<file path="config.mk">
export PLATFORM = sky130hd
export DESIGN_NAME = sdram_arbiter_flat
export DESIGN_NICKNAME = d
export VERILOG_FILES = /design/src/rtl/sdram_arbiter_if.sv /design/src/rtl/sdram_arbiter.sv /design/src/flat_wrapper.sv
export SDC_FILE = /design/constraint.sdc
export NUM_CORES = 1
export LEC_CHECK = 0
export CAP_MARGIN = 20
export CORE_MARGIN = 1.5
export CORE_UTILIZATION = 47
export CTS_CLUSTER_DIAMETER = 80
export DETAILED_ROUTE_END_ITERATION = 12
export GPL_TIMING_DRIVEN = 0
export PLACE_DENSITY = 0.81
export SLEW_MARGIN = 0
export SYNTH_ARGS = -nofsm -noshare
export SYNTH_HDL_FRONTEND = slang
export SYNTH_SLANG_ARGS = --single-unit
</file>
<file path="constraint.sdc">
create_clock -name i_Clk -period 3.3 [get_ports i_Clk]
set_input_delay 0.99 -clock i_Clk [delete_from_list [all_inputs] [get_ports i_Clk]]
set_output_delay 0.99 -clock i_Clk [all_outputs]
set_load 0.01 [all_outputs]
</file>
<file path="src/rtl/sdram_arbiter_if.sv">
// rtl/sdram_arbiter_if.sv - requester/controller bundle for the SDRAM port arbiter
interface sdram_arbiter_if;
  // Frame reader
  logic        i_Rd_Request;
  logic [1:0]  i_Rd_Command;
  logic [21:0] i_Rd_Address;
  logic        o_Rd_Grant;
  // Pixel writer
  logic        i_Wr_Request;
  logic [1:0]  i_Wr_Command;
  logic [21:0] i_Wr_Address;
  logic        o_Wr_Grant;
  // Controller side
  logic        i_Refresh_Done;
  logic [1:0]  o_Command;
  logic [21:0] o_Address;
  logic        o_Refresh_Overrun;

  // Arbiter view
  modport slave (
    input  i_Rd_Request, i_Rd_Command, i_Rd_Address,
    input  i_Wr_Request, i_Wr_Command, i_Wr_Address,
    input  i_Refresh_Done,
    output o_Rd_Grant, o_Wr_Grant, o_Command, o_Address, o_Refresh_Overrun
  );

  // Requester/controller view
  modport master (
    output i_Rd_Request, i_Rd_Command, i_Rd_Address,
    output i_Wr_Request, i_Wr_Command, i_Wr_Address,
    output i_Refresh_Done,
    input  o_Rd_Grant, o_Wr_Grant, o_Command, o_Address, o_Refresh_Overrun
  );
endinterface

</file>
<file path="src/rtl/sdram_arbiter.sv">
// rtl/sdram_arbiter.sv - round-robin RD/WR owner arbitration with periodic auto-refresh
module sdram_arbiter #(
  parameter int REFRESH_INTERVAL = 390,
  parameter int MAX_HOLD         = 64
) (
  input logic           i_Clk,
  input logic           i_Reset,
  sdram_arbiter_if.slave bus
);

  localparam logic [1:0] CMD_IDLE    = 2'd0;
  localparam logic [1:0] CMD_REFRESH = 2'd3;

  localparam int CW = $clog2(REFRESH_INTERVAL);
  localparam int HW = $clog2(MAX_HOLD + 1);
  localparam logic [CW-1:0] REFRESH_RELOAD = CW'(REFRESH_INTERVAL - 1);
  localparam logic [HW-1:0] HOLD_LIMIT     = HW'(MAX_HOLD - 1);

  typedef enum logic [2:0] {
    IDLE,
    GRANT_RD,
    GRANT_WR,
    RELEASE,
    REFRESH
  } state_t;

  state_t        state_q;
  logic [CW-1:0] refresh_cnt_q;
  logic [CW-1:0] refresh_cnt_d;
  logic [HW-1:0] hold_q;
  logic [HW-1:0] hold_d;
  logic          pending_q;
  logic          overrun_q;
  logic          last_wr_q;   // 1: WR was the most recent owner
  logic          owner_wr_q;  // 1: WR owns the port (GRANT/RELEASE)
  logic          rd_grant_q;
  logic          wr_grant_q;
  logic [1:0]    cmd_q;
  logic [21:0]   addr_q;

  logic          refresh_due;
  logic [1:0]    owner_cmd;
  logic [21:0]   owner_addr;
  logic          owner_req;
  logic          other_req;
  logic          owner_idle;
  logic          revoke;
  logic          rd_wins;

  // Timer/hold next values and owner-relative views of the request lines
  always_comb begin
    refresh_due   = (refresh_cnt_q == '0);
    refresh_cnt_d = refresh_due ? REFRESH_RELOAD : refresh_cnt_q - 1'b1;
    hold_d        = (hold_q >= HOLD_LIMIT) ? HOLD_LIMIT : hold_q + 1'b1;
    owner_cmd     = owner_wr_q ? bus.i_Wr_Command : bus.i_Rd_Command;
    owner_addr    = owner_wr_q ? bus.i_Wr_Address : bus.i_Rd_Address;
    owner_req     = owner_wr_q ? bus.i_Wr_Request : bus.i_Rd_Request;
    other_req     = owner_wr_q ? bus.i_Rd_Request : bus.i_Wr_Request;
    owner_idle    = (owner_cmd == CMD_IDLE);
    // Only ever revoke at a command boundary
    revoke        = owner_idle &&
                    (!owner_req || pending_q || ((hold_q >= HOLD_LIMIT) && other_req));
    // Ties go to whoever did not own the port last
    rd_wins       = bus.i_Rd_Request && (!bus.i_Wr_Request || last_wr_q);
  end

  // Arbitration FSM, refresh timer and registered controller-side outputs
  always_ff @(posedge i_Clk) begin
    if (i_Reset) begin
      state_q       <= IDLE;
      refresh_cnt_q <= REFRESH_RELOAD;
      hold_q        <= '0;
      pending_q     <= 1'b0;
      overrun_q     <= 1'b0;
      last_wr_q     <= 1'b1;
      owner_wr_q    <= 1'b0;
      rd_grant_q    <= 1'b0;
      wr_grant_q    <= 1'b0;
      cmd_q         <= CMD_IDLE;
      addr_q        <= '0;
    end else begin
      refresh_cnt_q <= refresh_cnt_d;
      if (refresh_due) begin
        pending_q <= 1'b1;
        if (pending_q) overrun_q <= 1'b1;
      end

      case (state_q)
        IDLE: begin
          rd_grant_q <= 1'b0;
          wr_grant_q <= 1'b0;
          cmd_q      <= CMD_IDLE;
          addr_q     <= '0;
          if (pending_q) begin
            state_q   <= REFRESH;
            cmd_q     <= CMD_REFRESH;
            // A timeout landing on the entry edge re-arms the next refresh
            pending_q <= refresh_due;
          end else if (rd_wins) begin
            state_q    <= GRANT_RD;
            owner_wr_q <= 1'b0;
            rd_grant_q <= 1'b1;
            hold_q     <= '0;
          end else if (bus.i_Wr_Request) begin
            state_q    <= GRANT_WR;
            owner_wr_q <= 1'b1;
            wr_grant_q <= 1'b1;
            hold_q     <= '0;
          end
        end
        GRANT_RD, GRANT_WR: begin
          cmd_q  <= owner_cmd;
          addr_q <= owner_addr;
          hold_q <= hold_d;
          if (revoke) begin
            state_q    <= RELEASE;
            rd_grant_q <= 1'b0;
            wr_grant_q <= 1'b0;
          end
        end
        RELEASE: begin
          // Drain a command the owner launched as its grant fell
          cmd_q  <= owner_cmd;
          addr_q <= owner_addr;
          if (owner_idle) begin
            state_q   <= IDLE;
            last_wr_q <= owner_wr_q;
          end
        end
        REFRESH: begin
          cmd_q  <= CMD_REFRESH;
          addr_q <= '0;
          if (bus.i_Refresh_Done) begin
            state_q <= IDLE;
            cmd_q   <= CMD_IDLE;
          end
        end
        default: begin
          state_q    <= IDLE;
          rd_grant_q <= 1'b0;
          wr_grant_q <= 1'b0;
          cmd_q      <= CMD_IDLE;
          addr_q     <= '0;
        end
      endcase
    end
  end

  assign bus.o_Rd_Grant        = rd_grant_q;
  assign bus.o_Wr_Grant        = wr_grant_q;
  assign bus.o_Command         = cmd_q;
  assign bus.o_Address         = addr_q;
  assign bus.o_Refresh_Overrun = overrun_q;

endmodule

</file>
<file path="src/flat_wrapper.sv">
// flat-port wrapper written by rule: the top's interface ports become plain ports
module sdram_arbiter_flat 
#(
  parameter int REFRESH_INTERVAL = 390,
  parameter int MAX_HOLD         = 64
)
  (i_Clk, i_Reset, bus_i_Rd_Request, bus_i_Rd_Command, bus_i_Rd_Address, bus_i_Wr_Request, bus_i_Wr_Command, bus_i_Wr_Address, bus_i_Refresh_Done, bus_o_Rd_Grant, bus_o_Wr_Grant, bus_o_Command, bus_o_Address, bus_o_Refresh_Overrun);
  sdram_arbiter_if bus_i ();
  input logic i_Clk;
  input logic i_Reset;
  input wire logic [$bits(bus_i.i_Rd_Request)-1:0] bus_i_Rd_Request;
  input wire logic [$bits(bus_i.i_Rd_Command)-1:0] bus_i_Rd_Command;
  input wire logic [$bits(bus_i.i_Rd_Address)-1:0] bus_i_Rd_Address;
  input wire logic [$bits(bus_i.i_Wr_Request)-1:0] bus_i_Wr_Request;
  input wire logic [$bits(bus_i.i_Wr_Command)-1:0] bus_i_Wr_Command;
  input wire logic [$bits(bus_i.i_Wr_Address)-1:0] bus_i_Wr_Address;
  input wire logic [$bits(bus_i.i_Refresh_Done)-1:0] bus_i_Refresh_Done;
  output wire logic [$bits(bus_i.o_Rd_Grant)-1:0] bus_o_Rd_Grant;
  output wire logic [$bits(bus_i.o_Wr_Grant)-1:0] bus_o_Wr_Grant;
  output wire logic [$bits(bus_i.o_Command)-1:0] bus_o_Command;
  output wire logic [$bits(bus_i.o_Address)-1:0] bus_o_Address;
  output wire logic [$bits(bus_i.o_Refresh_Overrun)-1:0] bus_o_Refresh_Overrun;
  assign bus_i.i_Rd_Request = bus_i_Rd_Request;
  assign bus_i.i_Rd_Command = bus_i_Rd_Command;
  assign bus_i.i_Rd_Address = bus_i_Rd_Address;
  assign bus_i.i_Wr_Request = bus_i_Wr_Request;
  assign bus_i.i_Wr_Command = bus_i_Wr_Command;
  assign bus_i.i_Wr_Address = bus_i_Wr_Address;
  assign bus_i.i_Refresh_Done = bus_i_Refresh_Done;
  assign bus_o_Rd_Grant = bus_i.o_Rd_Grant;
  assign bus_o_Wr_Grant = bus_i.o_Wr_Grant;
  assign bus_o_Command = bus_i.o_Command;
  assign bus_o_Address = bus_i.o_Address;
  assign bus_o_Refresh_Overrun = bus_i.o_Refresh_Overrun;
  sdram_arbiter #(.REFRESH_INTERVAL(REFRESH_INTERVAL), .MAX_HOLD(MAX_HOLD)) u_core (.i_Clk(i_Clk), .i_Reset(i_Reset), .bus(bus_i));
endmodule
</file>
==> run summary <==
HP Class: flop to flop
number of enable flip-flop cells after synthesis: 0
most frequent cells after synthesis: dfxtp_1, nor2_1, mux2i_1, nand2_1
period utilization: 72.0%
asr flop ratio synth: 0%
synth warn: 0
Synth Area per Inst: 8.90 um^2
pre-CTS WS: 0.634 ns
Die Ht: 70.8 um
Hold Path Depth: 1
R2R setup slack: 1.56 ns
Max clock buf depth: 2
Placed Cells: 374
non-filler cells, final: 382
CP startpoint kind: input pin
Synth area leaders: dfxtp_1, mux2i_1, nor2_1, a21oi_1, o21ai_0
post_cts resized: 0
hold buffers post-CTS: 0
Synth Instances: 243
vias per cell: 5.25
Root Driver: clkbuf_8
Syn Std Cell Area: 2160 um^2
ANT cells: 0
CTS tree: done
worst vdd ir: 0.286 mV
Final nets: 385
vias: 2006
drt initial violations: 125
syn nets: 299
Area growth syn-to-layout: 45.0%
largest net degree at the start of global routing: 15
FF-to-FF End: u_core.state_q[1]
initial antenna violation count: 0
WP data arrival: 2.60 ns
fmax: 421 MHz
routability cong.: 0.877
Synth Register Bits: 49
final setup fails: 0
GRT Residual Overflow: 0
Netlist cell types: 48
Worst setup EP type: flop
die area: 5020 um^2
r2r startpoint: u_core.hold_q[0]
post-CTS setup buffers: 0
top cell type's share of synthesized area: 45.4%
DRC viols: 0
final-report hold violation count: 0
vias in the first global route: 1932
core area: 4380 um^2
row cnt: 24
Worst Path Max Fanout: 7
Total GRT Usage: 21.3%
CTS sink cnt: 49
Routed WL: 5090 um
Horiz. Die Dim: 70.8 um
Max Cap Viol: 0
antenna-violating nets left: 0
WL per Instance: 13.3 um
layout cells sized above 1: 6.67%
Reg2Reg Depth: 6
effective utilization at floorplan: 49.3%
Worst Slack Setup Final: 0.924 ns
setup TNS: 0 ns
register area share after synthesis: 45.4%
RSZ-0062 raised after global routing: false
crit path kind: input pin to flop
WHS: 0.446 ns
Worst-Skew Late Latency: 0.30 ns
largest area contributor in the netlist: dfxtp_1
outcome: finished, final reports clean
Slew Limit Headroom: 67.1%
Critical Path RT: 3.52 ns
Tmin final: 2.38 ns
HP Start: u_core.refresh_cnt_q[0]
TritonCTS buffer count: 5
I/O Pins: 80
Slew Limit Fails: 0
pwr/cell area: 497 nW/um^2
ys flop type: dfxtp_1
first-pass GRT wire length: 8470 um
Hold EP: u_core.refresh_cnt_q[0]
Placed Area: 3020 um^2
I/O Buffers: 79
Clock Pin Slew Worst Setup and Hold Paths: 0.09 ns
H-tree levels: 2
Initial DRT Pass Iterations: 5
worst slew pin tran: 0.493 ns
Design Area, Final: 3130 um^2
leakage: 1.18 nW
clk_skew: 0.00387 ns
hpwl dp: 3960 um
## worst max-delay path, stage by stage
cell	delay, ns
clkdlybuf4s50_1	0.50
nor2_1	0.27
o2bb2ai_1	0.23
o221ai_1	0.24
o21a_1	0.16
a211oi_1	0.20
## flip-flops by register name, summed over array words and instances, names as in the netlist
signal,cells
u_core.bus.o_Refresh_Overrun,1
u_core.hold_q,7
u_core.refresh_cnt_q,9
u_core.last_wr_q,1
u_core.bus.o_Wr_Grant,1
u_core.bus.o_Command,2
u_core.state_q,3
u_core.pending_q,1
u_core.bus.o_Rd_Grant,1
u_core.owner_wr_q,1
u_core.bus.o_Address,22
## power by group
part | switching [mW] | total [mW] | internal, mW
Combinational | 0.204 | 0.434 | 0.230
Sequential | 0.0290 | 0.678 | 0.649
Clock | 0.198 | 0.445 | 0.247
## layout make-up
class	count	area, um^2
plain buffers	11	53.8
clock buffers	7	86.3
clock inverters	1	30.0
fillers	364	1250
inverters	9	33.8
multi-input cells	174	1090
flip-flops and latches	49	981
well taps	52	65.1
repair buffers	79	791
## worst max-delay path by stage
stage	start	endpoint	slack [ns]	cells past startpoint
2_1_floorplan	bus_i_Rd_Command[0]	u_core.bus.o_Rd_Grant	1.32	5
3_3_place_gp	bus_i_Wr_Request	u_core.state_q[1]	0.66	6
3_5_place_dp	bus_i_Rd_Request	u_core.state_q[0]	0.63	6
4_1_cts	bus_i_Rd_Request	u_core.state_q[0]	0.96	6
5_1_grt	i_Reset	u_core.bus.o_Command[1]	0.83	4
6_report	bus_i_Rd_Request	u_core.state_q[0]	0.92	6
## metrics by stage
step / utilization (%) / power [mW]
CTS: 71.5 / 1.56
global route: 71.5 / 1.63
finish: 71.5 / 1.56
floorplan: - / 0.933
detailed placement: 68.8 / 1.13
global placement: 68.8 / 1.12
## per-layer routing
| metal | GRT usage, % | routed length, um | vias to the layer above |
|---|---|---|---|
| met5 | 0 | 0 | - |
| met4 | 6.92 | 41 | 0 |
| li1 | - | - | 1013 |
| met2 | 35.7 | 2440 | 81 |
| met3 | 9.12 | 523 | 4 |
| met1 | 24.6 | 2090 | 908 |
## logic make-up after synthesis
family	share of synthesized area [%]
mux	11.6
buf+inv	4.05
simple gates	20.6
flops	45.4
xor+xnor	3.24
compound gates	13.0
fa+ha+maj	2.20
## layout by cell type, fill, tap and decap left out, types with 3 or more instances in the layout
| cell | instances |
|---|---|
| clkdlybuf4s50_1 | 79 |
| nor3_1 | 5 |
| clkbuf_8 | 6 |
| inv_1 | 9 |
| xnor2_1 | 5 |
| buf_2 | 5 |
| o21ai_0 | 12 |
| mux2i_1 | 25 |
| dfxtp_1 | 49 |
| clkbuf_1 | 4 |
| and3_1 | 3 |
| nand2_1 | 16 |
| a21oi_1 | 12 |
| nor2_1 | 49 |
| xor2_1 | 3 |
| nand3_1 | 5 |
| ha_1 | 3 |
No activity file was read; power rests on OpenSTA's default activity.
